**config.mk**
```make
export PLATFORM = sky130hd
export DESIGN_NAME = corner_stream_fifo_flat
export DESIGN_NICKNAME = d
export VERILOG_FILES = /design/src/rtl/corner_stream_fifo_if.sv /design/src/rtl/corner_stream_fifo.sv /design/src/flat_wrapper.sv
export SDC_FILE = /design/constraint.sdc
export NUM_CORES = 1
export LEC_CHECK = 0
export ABC_AREA = 1
export BUFFER_PORTS_ARGS = -buffer_cell sky130_fd_sc_hd__clkbuf_2
export CAP_MARGIN = 20
export CORE_MARGIN = 5
export CORE_UTILIZATION = 55
export DETAILED_ROUTE_END_ITERATION = 10
export GPL_ROUTABILITY_DRIVEN = 0
export PLACE_DENSITY = 0.75
export RECOVER_POWER = 50
export SLEW_MARGIN = 10
export SYNTH_ARGS = -nofsm -noshare
export SYNTH_HDL_FRONTEND = slang
export SYNTH_SLANG_ARGS = --single-unit
```
**constraint.sdc**
```tcl
create_clock -name clk -period 2.8 [get_ports clk]
set_input_delay 0.14 -clock clk [delete_from_list [all_inputs] [get_ports clk]]
set_output_delay 0.14 -clock clk [all_outputs]
set_load 0.02 [all_outputs]
```
**src/rtl/corner_stream_fifo_if.sv**
```systemverilog
// Stream bundle between a corner detector, the corner FIFO and its consumer.
// The slave modport is the FIFO's view of the bundle.
interface corner_stream_fifo_if #(
   parameter int unsigned COORD_WIDTH = 10,
   parameter int unsigned CNT_WIDTH   = 16
);
   logic                   ce;
   logic                   iscorner;
   logic [COORD_WIDTH-1:0] x_coord;
   logic [COORD_WIDTH-1:0] y_coord;
   logic                   m_valid;
   logic                   m_ready;
   logic [COORD_WIDTH-1:0] m_x;
   logic [COORD_WIDTH-1:0] m_y;
   logic                   m_corner;
   logic                   m_last;
   logic                   frame_done;
   logic [CNT_WIDTH-1:0]   frame_corners;
   logic [CNT_WIDTH-1:0]   frame_dropped;

   modport master (
      output ce, iscorner, x_coord, y_coord, m_ready,
      input  m_valid, m_x, m_y, m_corner, m_last, frame_done, frame_corners, frame_dropped
   );

   modport slave (
      input  ce, iscorner, x_coord, y_coord, m_ready,
      output m_valid, m_x, m_y, m_corner, m_last, frame_done, frame_corners, frame_dropped
   );
endinterface

```
**src/rtl/corner_stream_fifo.sv**
```systemverilog
// First-word-fall-through FIFO of detected corners with per-frame end markers and counters.
// The last slot is held back so the end-of-frame entry can always be queued.
module corner_stream_fifo #(
   parameter int unsigned COL_NUM     = 640,
   parameter int unsigned ROW_NUM     = 480,
   parameter int unsigned COORD_WIDTH = 10,
   parameter int unsigned DEPTH       = 16,
   parameter int unsigned MAX_CORNERS = 1023,
   parameter int unsigned CNT_WIDTH   = 16
) (
   input logic                 clk,
   input logic                 rst,
   corner_stream_fifo_if.slave bus
);
   localparam int unsigned AW = $clog2(DEPTH);
   localparam int unsigned OW = AW + 1;

   typedef struct packed {
      logic                   corner;
      logic                   last;
      logic [COORD_WIDTH-1:0] x;
      logic [COORD_WIDTH-1:0] y;
   } entry_t;

   entry_t               r_mem [DEPTH];
   logic [AW-1:0]        r_wptr, r_rptr;
   logic [OW-1:0]        r_count;
   logic [CNT_WIDTH-1:0] r_acc, r_drop, r_pend_acc, r_pend_drop;
   logic [CNT_WIDTH-1:0] r_frame_corners, r_frame_dropped;
   logic                 r_eof_pending, r_frame_done;

   logic                 w_valid, w_pop, w_push, w_eof, w_eof_now, w_corner;
   logic                 w_room_corner, w_room_eof, w_flush, w_accept, w_drop, w_marker, w_done;
   logic [CNT_WIDTH-1:0] w_acc_fin, w_drop_fin;
   entry_t               w_wdata, w_head;

   assign w_valid       = (r_count != '0);
   assign w_pop         = w_valid & bus.m_ready;
   assign w_eof         = bus.ce & (bus.x_coord == COORD_WIDTH'(COL_NUM - 1))
                                 & (bus.y_coord == COORD_WIDTH'(ROW_NUM - 1));
   assign w_corner      = bus.ce & bus.iscorner;
   // Occupancy tests use the pre-pop count.
   assign w_room_corner = (r_count <= OW'(DEPTH - 2));
   assign w_room_eof    = (r_count < OW'(DEPTH));
   assign w_flush       = r_eof_pending & w_room_eof;
   assign w_accept      = w_corner & ~r_eof_pending & w_room_corner
                                   & (r_acc < CNT_WIDTH'(MAX_CORNERS));
   assign w_drop        = w_corner & ~w_accept;
   assign w_eof_now     = w_eof & ~r_eof_pending;
   assign w_marker      = w_eof_now & ~w_accept & w_room_eof;
   assign w_push        = w_flush | w_accept | w_marker;
   assign w_done        = w_flush | (w_eof_now & w_room_eof);
   assign w_acc_fin     = w_accept ? r_acc + CNT_WIDTH'(1) : r_acc;
   assign w_drop_fin    = (w_drop && r_drop != '1) ? r_drop + CNT_WIDTH'(1) : r_drop;

   always_comb begin
      w_wdata.corner = 1'b0;
      w_wdata.last   = 1'b1;
      w_wdata.x      = COORD_WIDTH'(COL_NUM - 1);
      w_wdata.y      = COORD_WIDTH'(ROW_NUM - 1);
      if (!w_flush && w_accept) begin
         w_wdata.corner = 1'b1;
         w_wdata.last   = w_eof_now;
         w_wdata.x      = bus.x_coord;
         w_wdata.y      = bus.y_coord;
      end
   end

   always_ff @(posedge clk) begin
      if (w_push) r_mem[r_wptr] <= w_wdata;
   end

   always_ff @(posedge clk) begin
      if (rst) begin
         r_wptr          <= '0;
         r_rptr          <= '0;
         r_count         <= '0;
         r_acc           <= '0;
         r_drop          <= '0;
         r_pend_acc      <= '0;
         r_pend_drop     <= '0;
         r_frame_corners <= '0;
         r_frame_dropped <= '0;
         r_eof_pending   <= 1'b0;
         r_frame_done    <= 1'b0;
      end else begin
         if (w_push) r_wptr <= r_wptr + AW'(1);
         if (w_pop)  r_rptr <= r_rptr + AW'(1);
         if (w_push && !w_pop)      r_count <= r_count + OW'(1);
         else if (!w_push && w_pop) r_count <= r_count - OW'(1);
         r_frame_done <= w_done;
         if (w_flush) begin
            r_eof_pending   <= 1'b0;
            r_frame_corners <= r_pend_acc;
            r_frame_dropped <= r_pend_drop;
         end
         // Counters restart at every EOF beat; a stalled marker keeps its counts aside.
         if (w_eof_now) begin
            r_acc  <= '0;
            r_drop <= '0;
            if (w_room_eof) begin
               r_frame_corners <= w_acc_fin;
               r_frame_dropped <= w_drop_fin;
            end else begin
               r_eof_pending <= 1'b1;
               r_pend_acc    <= w_acc_fin;
               r_pend_drop   <= w_drop_fin;
            end
         end else begin
            r_acc  <= w_acc_fin;
            r_drop <= w_drop_fin;
         end
      end
   end

   assign w_head            = r_mem[r_rptr];
   assign bus.m_valid       = w_valid;
   assign bus.m_x           = w_valid ? w_head.x : '0;
   assign bus.m_y           = w_valid ? w_head.y : '0;
   assign bus.m_corner      = w_valid & w_head.corner;
   assign bus.m_last        = w_valid & w_head.last;
   assign bus.frame_done    = r_frame_done;
   assign bus.frame_corners = r_frame_corners;
   assign bus.frame_dropped = r_frame_dropped;
endmodule

```
**src/flat_wrapper.sv**
```systemverilog
// flat-port wrapper written by rule: the top's interface ports become plain ports
module corner_stream_fifo_flat 
#(
   parameter int unsigned COL_NUM     = 640,
   parameter int unsigned ROW_NUM     = 480,
   parameter int unsigned COORD_WIDTH = 10,
   parameter int unsigned DEPTH       = 16,
   parameter int unsigned MAX_CORNERS = 1023,
   parameter int unsigned CNT_WIDTH   = 16
)
  (clk, rst, bus_ce, bus_iscorner, bus_x_coord, bus_y_coord, bus_m_ready, bus_m_valid, bus_m_x, bus_m_y, bus_m_corner, bus_m_last, bus_frame_done, bus_frame_corners, bus_frame_dropped);
  corner_stream_fifo_if #(.COORD_WIDTH(COORD_WIDTH), .CNT_WIDTH(CNT_WIDTH)) bus_i ();
  input logic clk;
  input logic rst;
  input wire logic [$bits(bus_i.ce)-1:0] bus_ce;
  input wire logic [$bits(bus_i.iscorner)-1:0] bus_iscorner;
  input wire logic [$bits(bus_i.x_coord)-1:0] bus_x_coord;
  input wire logic [$bits(bus_i.y_coord)-1:0] bus_y_coord;
  input wire logic [$bits(bus_i.m_ready)-1:0] bus_m_ready;
  output wire logic [$bits(bus_i.m_valid)-1:0] bus_m_valid;
  output wire logic [$bits(bus_i.m_x)-1:0] bus_m_x;
  output wire logic [$bits(bus_i.m_y)-1:0] bus_m_y;
  output wire logic [$bits(bus_i.m_corner)-1:0] bus_m_corner;
  output wire logic [$bits(bus_i.m_last)-1:0] bus_m_last;
  output wire logic [$bits(bus_i.frame_done)-1:0] bus_frame_done;
  output wire logic [$bits(bus_i.frame_corners)-1:0] bus_frame_corners;
  output wire logic [$bits(bus_i.frame_dropped)-1:0] bus_frame_dropped;
  assign bus_i.ce = bus_ce;
  assign bus_i.iscorner = bus_iscorner;
  assign bus_i.x_coord = bus_x_coord;
  assign bus_i.y_coord = bus_y_coord;
  assign bus_i.m_ready = bus_m_ready;
  assign bus_m_valid = bus_i.m_valid;
  assign bus_m_x = bus_i.m_x;
  assign bus_m_y = bus_i.m_y;
  assign bus_m_corner = bus_i.m_corner;
  assign bus_m_last = bus_i.m_last;
  assign bus_frame_done = bus_i.frame_done;
  assign bus_frame_corners = bus_i.frame_corners;
  assign bus_frame_dropped = bus_i.frame_dropped;
  corner_stream_fifo #(.COL_NUM(COL_NUM), .ROW_NUM(ROW_NUM), .COORD_WIDTH(COORD_WIDTH), .DEPTH(DEPTH), .MAX_CORNERS(MAX_CORNERS), .CNT_WIDTH(CNT_WIDTH)) u_core (.clk(clk), .rst(rst), .bus(bus_i));
endmodule
```
# Yosys cells after proc, flatten, opt, wreduce, memory -nomap -nowiden
# Memory sizes are Yosys's and may differ from the RTL's. A register that Yosys moved wholly into a read port is not among the register bits.
# Cells that the tools add are included.
[word_totals] regBits=111 n_memories=1 mem_bits_ro=0 latchBits=0 ramBits=352 elab_cells=76
[memory_table] name="u_core.r_mem" depth=16 word_bits=22 rd=1 rd_clocked_by_memory_dff=1 write_ports=1 line="corner_stream_fifo.sv:25" source="entry_t r_mem [DEPTH];"
[op_classes] shift=0 eq_ne=3 reduce_logical=11 n_mul=0 order_cmp=3 div=0 n_mux=20 n_bitwise=21 n_addsub=6
[op_table] cell="two-way mux 16 bit" n=8
[op_table] cell="adder 16 x 1 -> 16 bit (second input constant)" n=2
[op_table] cell="two-way mux 22 bit" n=1
[op_table] cell="two-way mux 10 bit" n=2
[op_table] cell="less-than comparator 16 x 10 -> 1 bit (second input constant)" n=1
[op_table] cell="!= test 16 bit (second input constant)" n=1
[op_table] cell="AND 1 bit" n=15
[op_table] cell="== test 10 bit (second input constant)" n=1
[op_table] cell="== test 10 x 9 -> 1 bit (second input constant)" n=1
[op_table] cell="two-way mux 5 bit" n=2
[op_table] cell="adder 4 x 1 -> 4 bit (second input constant)" n=2
[op_table] cell="two-way mux 4 bit" n=2
[op_table] cell="adder 5 x 1 -> 5 bit (second input constant)" n=1
[op_table] cell="less-or-equal comparator 5 x 4 -> 1 bit (second input constant)" n=1
[op_table] cell="less-than comparator 5 bit (second input constant)" n=1
[op_table] cell="two-way mux 1 bit" n=5
[op_table] cell="nonzero test 5 bit" n=1
[op_table] cell="subtractor 5 x 1 -> 5 bit (second input constant)" n=1
[op_table] cell="logical AND 1 bit" n=4
[op_table] cell="logical NOT 1 bit" n=3
[op_table] cell="inverter 1 bit" n=3
[op_table] cell="OR 1 bit" n=3
[op_table] cell="AND reduction 2 bit" n=1
[op_table] cell="nonzero test 2 bit" n=1
[op_table] cell="OR reduction 2 bit" n=1

# Logic depth before layout (Yosys ltp)
# Gate-level depths: netlist (run 1).
[depth] word_depth=12 ltp_mapped=18 ltp_nobuf=18

# Least setup slack after synthesis (run 1)
# Ideal clock, no wire load.
[synth_path] path_type="register to register" startpoint="reg u_core.r_acc[0]" endpoint="reg u_core.r_count[4]" t_required_ns=2.679 stages_incl_launch_ff=17 n_path_buf=0 arrival_time_ns=2.484 setup_time_ns=0.121 period_less_slack_ns=2.605 path_slack_ns=0.195 cell_sequence="dfxtp_1 -> ha_1 -> nand3_2 -> nor2_2 -> nand2_1 -> nand3_4 -> nand2_2 -> ha_1 -> inv_1 -> fa_1 -> a21o_1 -> a21oi_1 -> nor2_1 -> nor2_1 -> nand2_1 -> o21ai_0 -> a21oi_1"
[synth_via] elab_chain_cells=9
[synth_rtl] element="start: declaration" line="corner_stream_fifo.sv:28" source="logic [CNT_WIDTH-1:0] r_acc, r_drop, r_pend_acc, r_pend_drop;"
[synth_rtl] element="start signal: assignment" line="corner_stream_fifo.sv:110" source="r_acc <= w_acc_fin;"
[synth_rtl] element="less-than comparator 16 x 10 -> 1 bit (*)" line="corner_stream_fifo.sv:47" source="& (r_acc < CNT_WIDTH'(MAX_CORNERS));"
[synth_rtl] element="AND 1 bit (*)" line="corner_stream_fifo.sv:47"
[synth_rtl] element="inverter 1 bit" line="corner_stream_fifo.sv:50" source="assign w_marker = w_eof_now & ~w_accept & w_room_eof;"
[synth_rtl] element="AND 1 bit (2 in a row)" line="corner_stream_fifo.sv:50"
[synth_rtl] element="OR 1 bit (*)" line="corner_stream_fifo.sv:51" source="assign w_push = w_flush | w_accept | w_marker;"
[synth_rtl] element="net u_core.w_push" line="corner_stream_fifo.sv:32" source="logic w_valid, w_pop, w_push, w_eof, w_eof_now, w_corner;"
[synth_rtl] element="logical NOT 1 bit" line="corner_stream_fifo.sv:90" source="else if (!w_push && w_pop) r_count <= r_count - OW'(1);"
[synth_rtl] element="logical AND 1 bit" line="corner_stream_fifo.sv:90"
[synth_rtl] element="nonzero test 2 bit (no source line)"
[synth_rtl] element="end signal: assignment" line="corner_stream_fifo.sv:89" source="if (w_push && !w_pop) r_count <= r_count + OW'(1);"
[synth_rtl] element="end signal: assignment" line="corner_stream_fifo.sv:90"
[synth_rtl] element="end: declaration" line="corner_stream_fifo.sv:27" source="logic [OW-1:0] r_count;"
# Mark *: on every way through the listed nets, which the timed path passes. The rest lies on a longest branch.
# A chain may end at the register's enable or synchronous reset.

==> results.md, run 1 <==
* Status: complete, but fails checks
* Failing checks: max-capacitance violations, max-slew violations
* Hold buffers post-CTS at 0
* Largest area contributor in the netlist: edfxtp_1
* Design Area, Final at 21960 um2
* Fin nets at 1920
* Core area at 34630 um2
* P_leak at 7.691 nW
* Max-cap check violation count at 1
* WL/cell at 20.39 um
* DR DRC count at 0
* Global route overflow at 0
* Data arrival, critical path at 2520 ps
* Final Max Slew Viols at 33
* Drt initial violations at 1359
* Clock insertion delay at the later pin of the skew report at 550 ps
* First-pass DRT Iterations at 5
* FP Rows at 68
* Cell with the most instances after synthesis: edfxtp_1
* DIE HEIGHT at 197.7 um
* CTS sink cnt at 467
* Worst-Margin Slew at 1510 ps
* CP Capture Type: output pin
* RSZ-0062 raised after global routing: no
* Worst vdd rail ir drop at 0.0006782 V
* Worst rel slew slack at -0.006983
* Yosys cell types at 43
* Mapped Cells at 1791
* Setup ws final at 135.9 ps
* Via density at 5.912
* Synth Warn # at 0
* Met1 WL at 19130 um
* Syn avg cell area at 10.82 um2
* Register area share after synthesis at 0.6645
* TritonCTS Buffers at 46
* Vias in the first global route at 13870
* Post-synth top area share at 0.5456
* CTS tree: built
* Htree depth at 2
* Clk buf depth at 3
* Final worst-path cycle share at 0.9515
* HPWL after detailed placement at 28590 um
* Final setup vio count at 0
* Die area at 39080 um2
* Fmax at 0.3754 GHz
* Mapped Area at 19370 um2
* Skew final at 16.69 ps
* Routed wl met2 at 23680 um
* P per Cell Area at 813.6 nW/um2
* Final hold slack at 54.96 ps
* Routed Antenna Nets at 0
* Largest net degree at the start of global routing at 61
* Ranking of synthesized cells by area: edfxtp_1 (55%), dfxtp_1 (12%), nor2_1 (6.0%)
* Port Buffer Count at 80
* Post-synth top cells: edfxtp_1 (352), nor2_1 (308), o21ai_0 (225), nand2_1 (162), a21oi_1 (116)
* Topmost layer with routed signal wires: met5
* Period minus WS final at 2664 ps
* Share of layout cells above drive strength 1 at 0.1162
* GRT Total Usage at 0.2441
* Die width at 197.7 um
* Vias at 14040
* Synth Register Bits at 467
* Critical path launch point type: flip-flop
* EDFF count, synth at 352
* Hold WC Path Type: primary input to flip-flop
* Most used flip-flop cell after synthesis: edfxtp_1
* Met3 Wirelength at 4580 um
* Hold Violations, Final at 0
* First-pass GRT wire length at 75600 um
* Crit-path max FO at 43
* Clk pin slew, worst setup/hold paths at 60 ps
* Crit path required time at 2660 ps
* DRT Wirelength at 48410 um
* Total I/O pin count at 81
* Post-synth ARST share at 0
* Type of the worst setup path: flip-flop to output pin
* Antenna Cells at 0
* Setup WS pre-CTS at 49.46 ps
* Antenna violations before repair at 1
* P&R area growth vs syn at 13.34%
* Setup TNS at 0 ps
* Root Buffer: clkbuf_16
* Post-Place Cell Area at 20580 um2
* Initial cell density of the core at 0.5594
* Mapped Nets at 1828
-- routing by layer --
layer,global-route usage,vias up
li1,-,6528
met1,0.3359,6761
met2,0.4114,652
met3,0.03718,92
met4,0.06248,2
met5,0,-
-- what timing repair did --
item | CTS | global route
setup buffers | 0 | 1
endpoints found under the setup margin | 0 | 16
resized for setup | 0 | 4
-- where the power goes --
part | internal (mW) | switching, mW
Combinational | 1.18 | 2.68
Sequential | 7.62 | 0.155
Clock | 3.62 | 2.61
-- worst paths after layout --
| check | from | endpoint | slack [ps] | depth (start not counted) |
|---|---|---|---|---|
| setup reg to reg | u_core.r_acc[0]$_SDFF_PP0_ | u_core.r_count[4]$_SDFFE_PP0P_ | 210 | 16 |
| setup / recovery | flip-flop | bus_m_x[4] | 140 | 7 |
| hold / removal | bus_m_ready | u_core.r_rptr[0]$_SDFFE_PP0P_ | 50 | 4 |
| hold reg to reg | u_core.r_acc[13]$_SDFF_PP0_ | u_core.r_acc[13]$_SDFF_PP0_ | 480 | 2 |
-- kinds of logic after synthesis --
logic type | share of synthesized area
DFF | 0.6645
AOI/OAI and AO/OA | 0.1336
xor gates and xnor gates | 0.009042
adders and majority gates | 0.008138
muxes | 0.004586
and+or+nand+nor | 0.1328
buffers and inverters | 0.04734
-- flip-flops by register name (all words and copies together) (netlist names), 5 cells and up, named ones only --
register / count
u_core.bus.frame_dropped: 16
u_core.r_pend_acc: 16
u_core.r_drop: 16
u_core.bus.frame_corners: 16
u_core.r_pend_drop: 16
u_core.r_mem: 352
u_core.r_acc: 16
u_core.r_count: 5
-- cells in the final DEF, fill, tap and decap left out, types with 5 or more instances in the layout --
cell / count
a21oi_1: 115
buf_12: 10
buf_4: 34
bufinv_16: 5
clkbuf_1: 46
clkbuf_16: 47
clkbuf_2: 54
clkbuf_4: 5
clkinv_1: 14
clkinv_2: 8
dfxtp_1: 112
edfxtp_1: 352
ha_1: 11
inv_1: 106
mux2_2: 7
nand2_1: 162
nand3_1: 86
nand4_1: 8
nor2_1: 302
nor2_2: 12
nor3_1: 8
o21ai_0: 225
o21ai_1: 16
o221ai_1: 58
o22ai_1: 30
or2_0: 9
or2_2: 5
xnor2_1: 7
xor2_1: 13
-- stage by stage --
step	total power, mW	util	cells
floorplan	10.36	-	1791
global placement	11.61	0.5942	2287
detailed placement	11.74	0.5942	2287
CTS	17.90	0.6384	2371
global route	18.61	0.6341	2374
finish	17.87	0.6341	2374
-- area by class of cell --
cell class	instances	area, um2
inverters	114	432.9
clock inverters	31	301.5
well taps	455	569.3
repair buffers	148	947.2
flip-flops and latches	467	12880
multi-input cells	1106	5597
fillers	2687	12670
clock buffers	53	1229
-- worst max-delay path, stage by stage, from the launching register on --
cell,delay (ps)
dfxtp_4,450
inv_2,140
buf_12,240
o21ai_0,120
o221ai_1,240
nand3_1,170
a21oi_1,360
clkbuf_2,250
(Power assumes the default switching activity.)
==> run 2: changes to the inputs <==
- GPL_TIMING_DRIVEN: unset -> 0
==> run 2 against run 1 <==
Net effect: the run now ends clean; clock skew hardly changed; non-clock buffer count is 42 higher; worst setup slack got worse by 120 ps; via count rose by 6.0%; sequential share of layout area fell by 0.41 points; clock power shrank 1%; utilization increased by 0.44 points; first-iteration DRC count up 39%; final cell count is 1.9% higher; register-to-register slack got worse by 130 ps; sequential power decreased by 0.5%; clock-buffer cell count rose by 2; critical path type unchanged.
==> results.md, run 2 (synthesis gave the netlist of run 1 again) <==
* Status: completed (was complete, but fails checks)
* Port Buffer Count at 79 (was 80)
* Sequential Area at 12880 um2 (about the same)
* Clk pin slew, worst setup/hold paths at 60 ps (about the same)
* Type of the worst setup path: flip-flop to output pin (unchanged)
* Routed Antenna Nets at 0 (unchanged)
* Cell mode on critical path: buf_4
* Largest register FFs at 352 (unchanged)
* Crit path buf inv count at 4 (was 3)
* Setup TNS at 0 ps (unchanged)
* CP top delay family: buffers and inverters (was compound AO/OA/AOI/OAI gates)
* Fin nets at 1964 (was 1920)
* Initial cell density of the core at 0.5594 (unchanged)
* Skew final at 16.98 ps (was 16.69 ps)
* Die width at 197.7 um (unchanged)
* Antenna violations before repair at 0 (was 1)
* Worst path max stage delay at 410 ps (was 450 ps)
* Crit path required time at 2660 ps (about the same)
* Worst-Margin Slew at 1084 ps (was 1510 ps)
* Drt initial violations at 1883 (was 1359)
* First-pass GRT wire length at 84300 um (was 75600 um)
* Fmax at 0.3588 GHz (was 0.3754 GHz)
* CTS sink cnt at 467 (unchanged)
* CP Capture Type: output pin (unchanged)
* Antenna Cells at 0 (unchanged)
* Fill count at 2620 (was 2687)
* Max-cap check violation count at 0 (was 1)
* Data arrival, critical path at 2650 ps (was 2520 ps)
* CP Cell Sequence: clkbuf_4 > buf_4 > buf_4 > nor2_1 > o221ai_1 > nand3_1 > a21oi_1 > clkbuf_2 (was inv_2 > buf_12 > o21ai_0 > o221ai_1 > nand3_1 > a21oi_1 > clkbuf_2)
* Total I/O pin count at 81 (unchanged)
* Htree depth at 2 (unchanged)
* Largest register by flop count: u_core.r_mem (unchanged)
* DRT Wirelength at 56110 um (was 48410 um)
* Final worst-path cycle share at 0.9955 (was 0.9515)
* WL/cell at 23.21 um (was 20.39 um)
* Via density at 6.153 (was 5.912)
* Final Max Slew Viols at 0 (was 33)
* DR DRC count at 0 (unchanged)
* CTS tree: built (unchanged)
* Vias in the first global route at 14450 (was 13870)
* FP Rows at 68 (unchanged)
* Clock insertion delay at the later pin of the skew report at 580 ps (was 550 ps)
* Die area at 39080 um2 (unchanged)
* P per Cell Area at 827.8 nW/um2 (was 813.6 nW/um2)
* Area occupied by multi-input gates at 5698 um2 (was 5597 um2)
* Final setup vio count at 0 (unchanged)
* P_leak at 7.722 nW (was 7.691 nW)
* Worst rel slew slack at 0.2773 (was -0.006983)
* Placed cell count at 2328 (was 2287)
* TritonCTS Buffers at 48 (was 46)
* Root Buffer: clkbuf_16 (unchanged)
* Hold WC Path Type: primary input to flip-flop (unchanged)
* Commonest non-fill, non-tap cell in the layout: edfxtp_1 (unchanged)
* Critical path launch point type: flip-flop (unchanged)
* HPWL after detailed placement at 36060 um (was 28590 um)
* GRT Total Usage at 0.2832 (was 0.2441)
* Hold Violations, Final at 0 (unchanged)
* Share of layout cells above drive strength 1 at 0.1314 (was 0.1162)
* Slowest CP cell: dfxtp_4 (unchanged)
* Final hold slack at 29.58 ps (was 54.96 ps)
* Worst vdd rail ir drop at 0.0007730 V (was 0.0006782 V)
* Design Area, Final at 22110 um2 (was 21960 um2)
* Layout Cells excl Fill at 2418 (was 2374)
* Crit-path max FO at 10 (was 43)
* DIE HEIGHT at 197.7 um (unchanged)
* Post-Place Cell Area at 20540 um2 (was 20580 um2)
* First-pass DRT Iterations at 8 (was 5)
* P&R area growth vs syn at 14.14% (was 13.34%)
* Vias at 14880 (was 14040)
* Global route overflow at 0 (unchanged)
* Clk buf depth at 3 (unchanged)
* Largest net degree at the start of global routing at 23 (was 61)
* Most frequent cells in the layout: edfxtp_1 (352), nor2_1 (293), o21ai_0 (227) (was edfxtp_1 (352), nor2_1 (302), o21ai_0 (225))
* Period minus WS final at 2787 ps (was 2664 ps)
* Core area at 34630 um2 (unchanged)
## run 2: tightest hold or removal path, stage by stage
cell and delay [ps]:
clkbuf_1 170, a21oi_1 150, o21ai_1 70, inv_1 40
## run 2: worst paths after layout
path | depth (start not counted) | start | to | slack, ps
max reg2reg | 16 | u_core.r_acc[0]$_SDFF_PP0_ | u_core.r_count[4]$_SDFFE_PP0P_ | 80
max | 8 | flip-flop | bus_m_x[3] | 10
min reg2reg | 2 | u_core.r_rptr[2]$_SDFFE_PP0P_ | flip-flop | 480
min | 4 | rst | u_core.r_pend_acc[7]$_SDFFE_PP0P_ | 30
## run 2: timing repair
action / CTS / global route
hold buffers: 1 / 0
setup endpoints to repair: 56 / 140
pin swaps: 2 / 4
hold endpoints to repair: 1 / 0
gates resized for setup: 64 / 51
setup buffers: 2 / 0
## run 2: per-layer routing
metal  wire, um  GRT usage  part of all wire  vias to the layer above
li1           -          -                 -                     6613
met1      20610     0.3722              0.37                     7068
met2      26000     0.4461              0.46                     1018
met3       6710    0.06959              0.12                      180
met4       2796     0.1352             0.050                        0
met5          0          0                 0                        -
## run 2: where the power goes
part           internal, mW  total [mW]  switching (mW)  leakage, nW
sequential             7.63        7.74           0.111         4.03
combinational          1.24        4.43            3.19         2.97
clock                  3.49        6.14            2.65        0.717
total                  12.4        18.3            5.95         7.72
## run 2: per-stage QoR
stage               setup WS [ps]  total power, mW  utilization
global placement            -1269            11.87       0.5873
CTS                        -19.90            18.15       0.6403
finish                      12.68            18.30       0.6385
detailed placement         -388.6            11.98       0.5931
floorplan                   195.0            10.36            -
global route               -7.466            18.92       0.6385
## run 2: layout make-up
type | count | area share
inverter | 114 | 0.01941
clock inverter | 31 | 0.01024
multi-input combinational | 1106 | 0.2577
buffer | 103 | 0.02614
timing repair buffer | 87 | 0.02133
sequential | 467 | 0.5825
tap | 455 | 0.02575
clock buffer | 55 | 0.05693
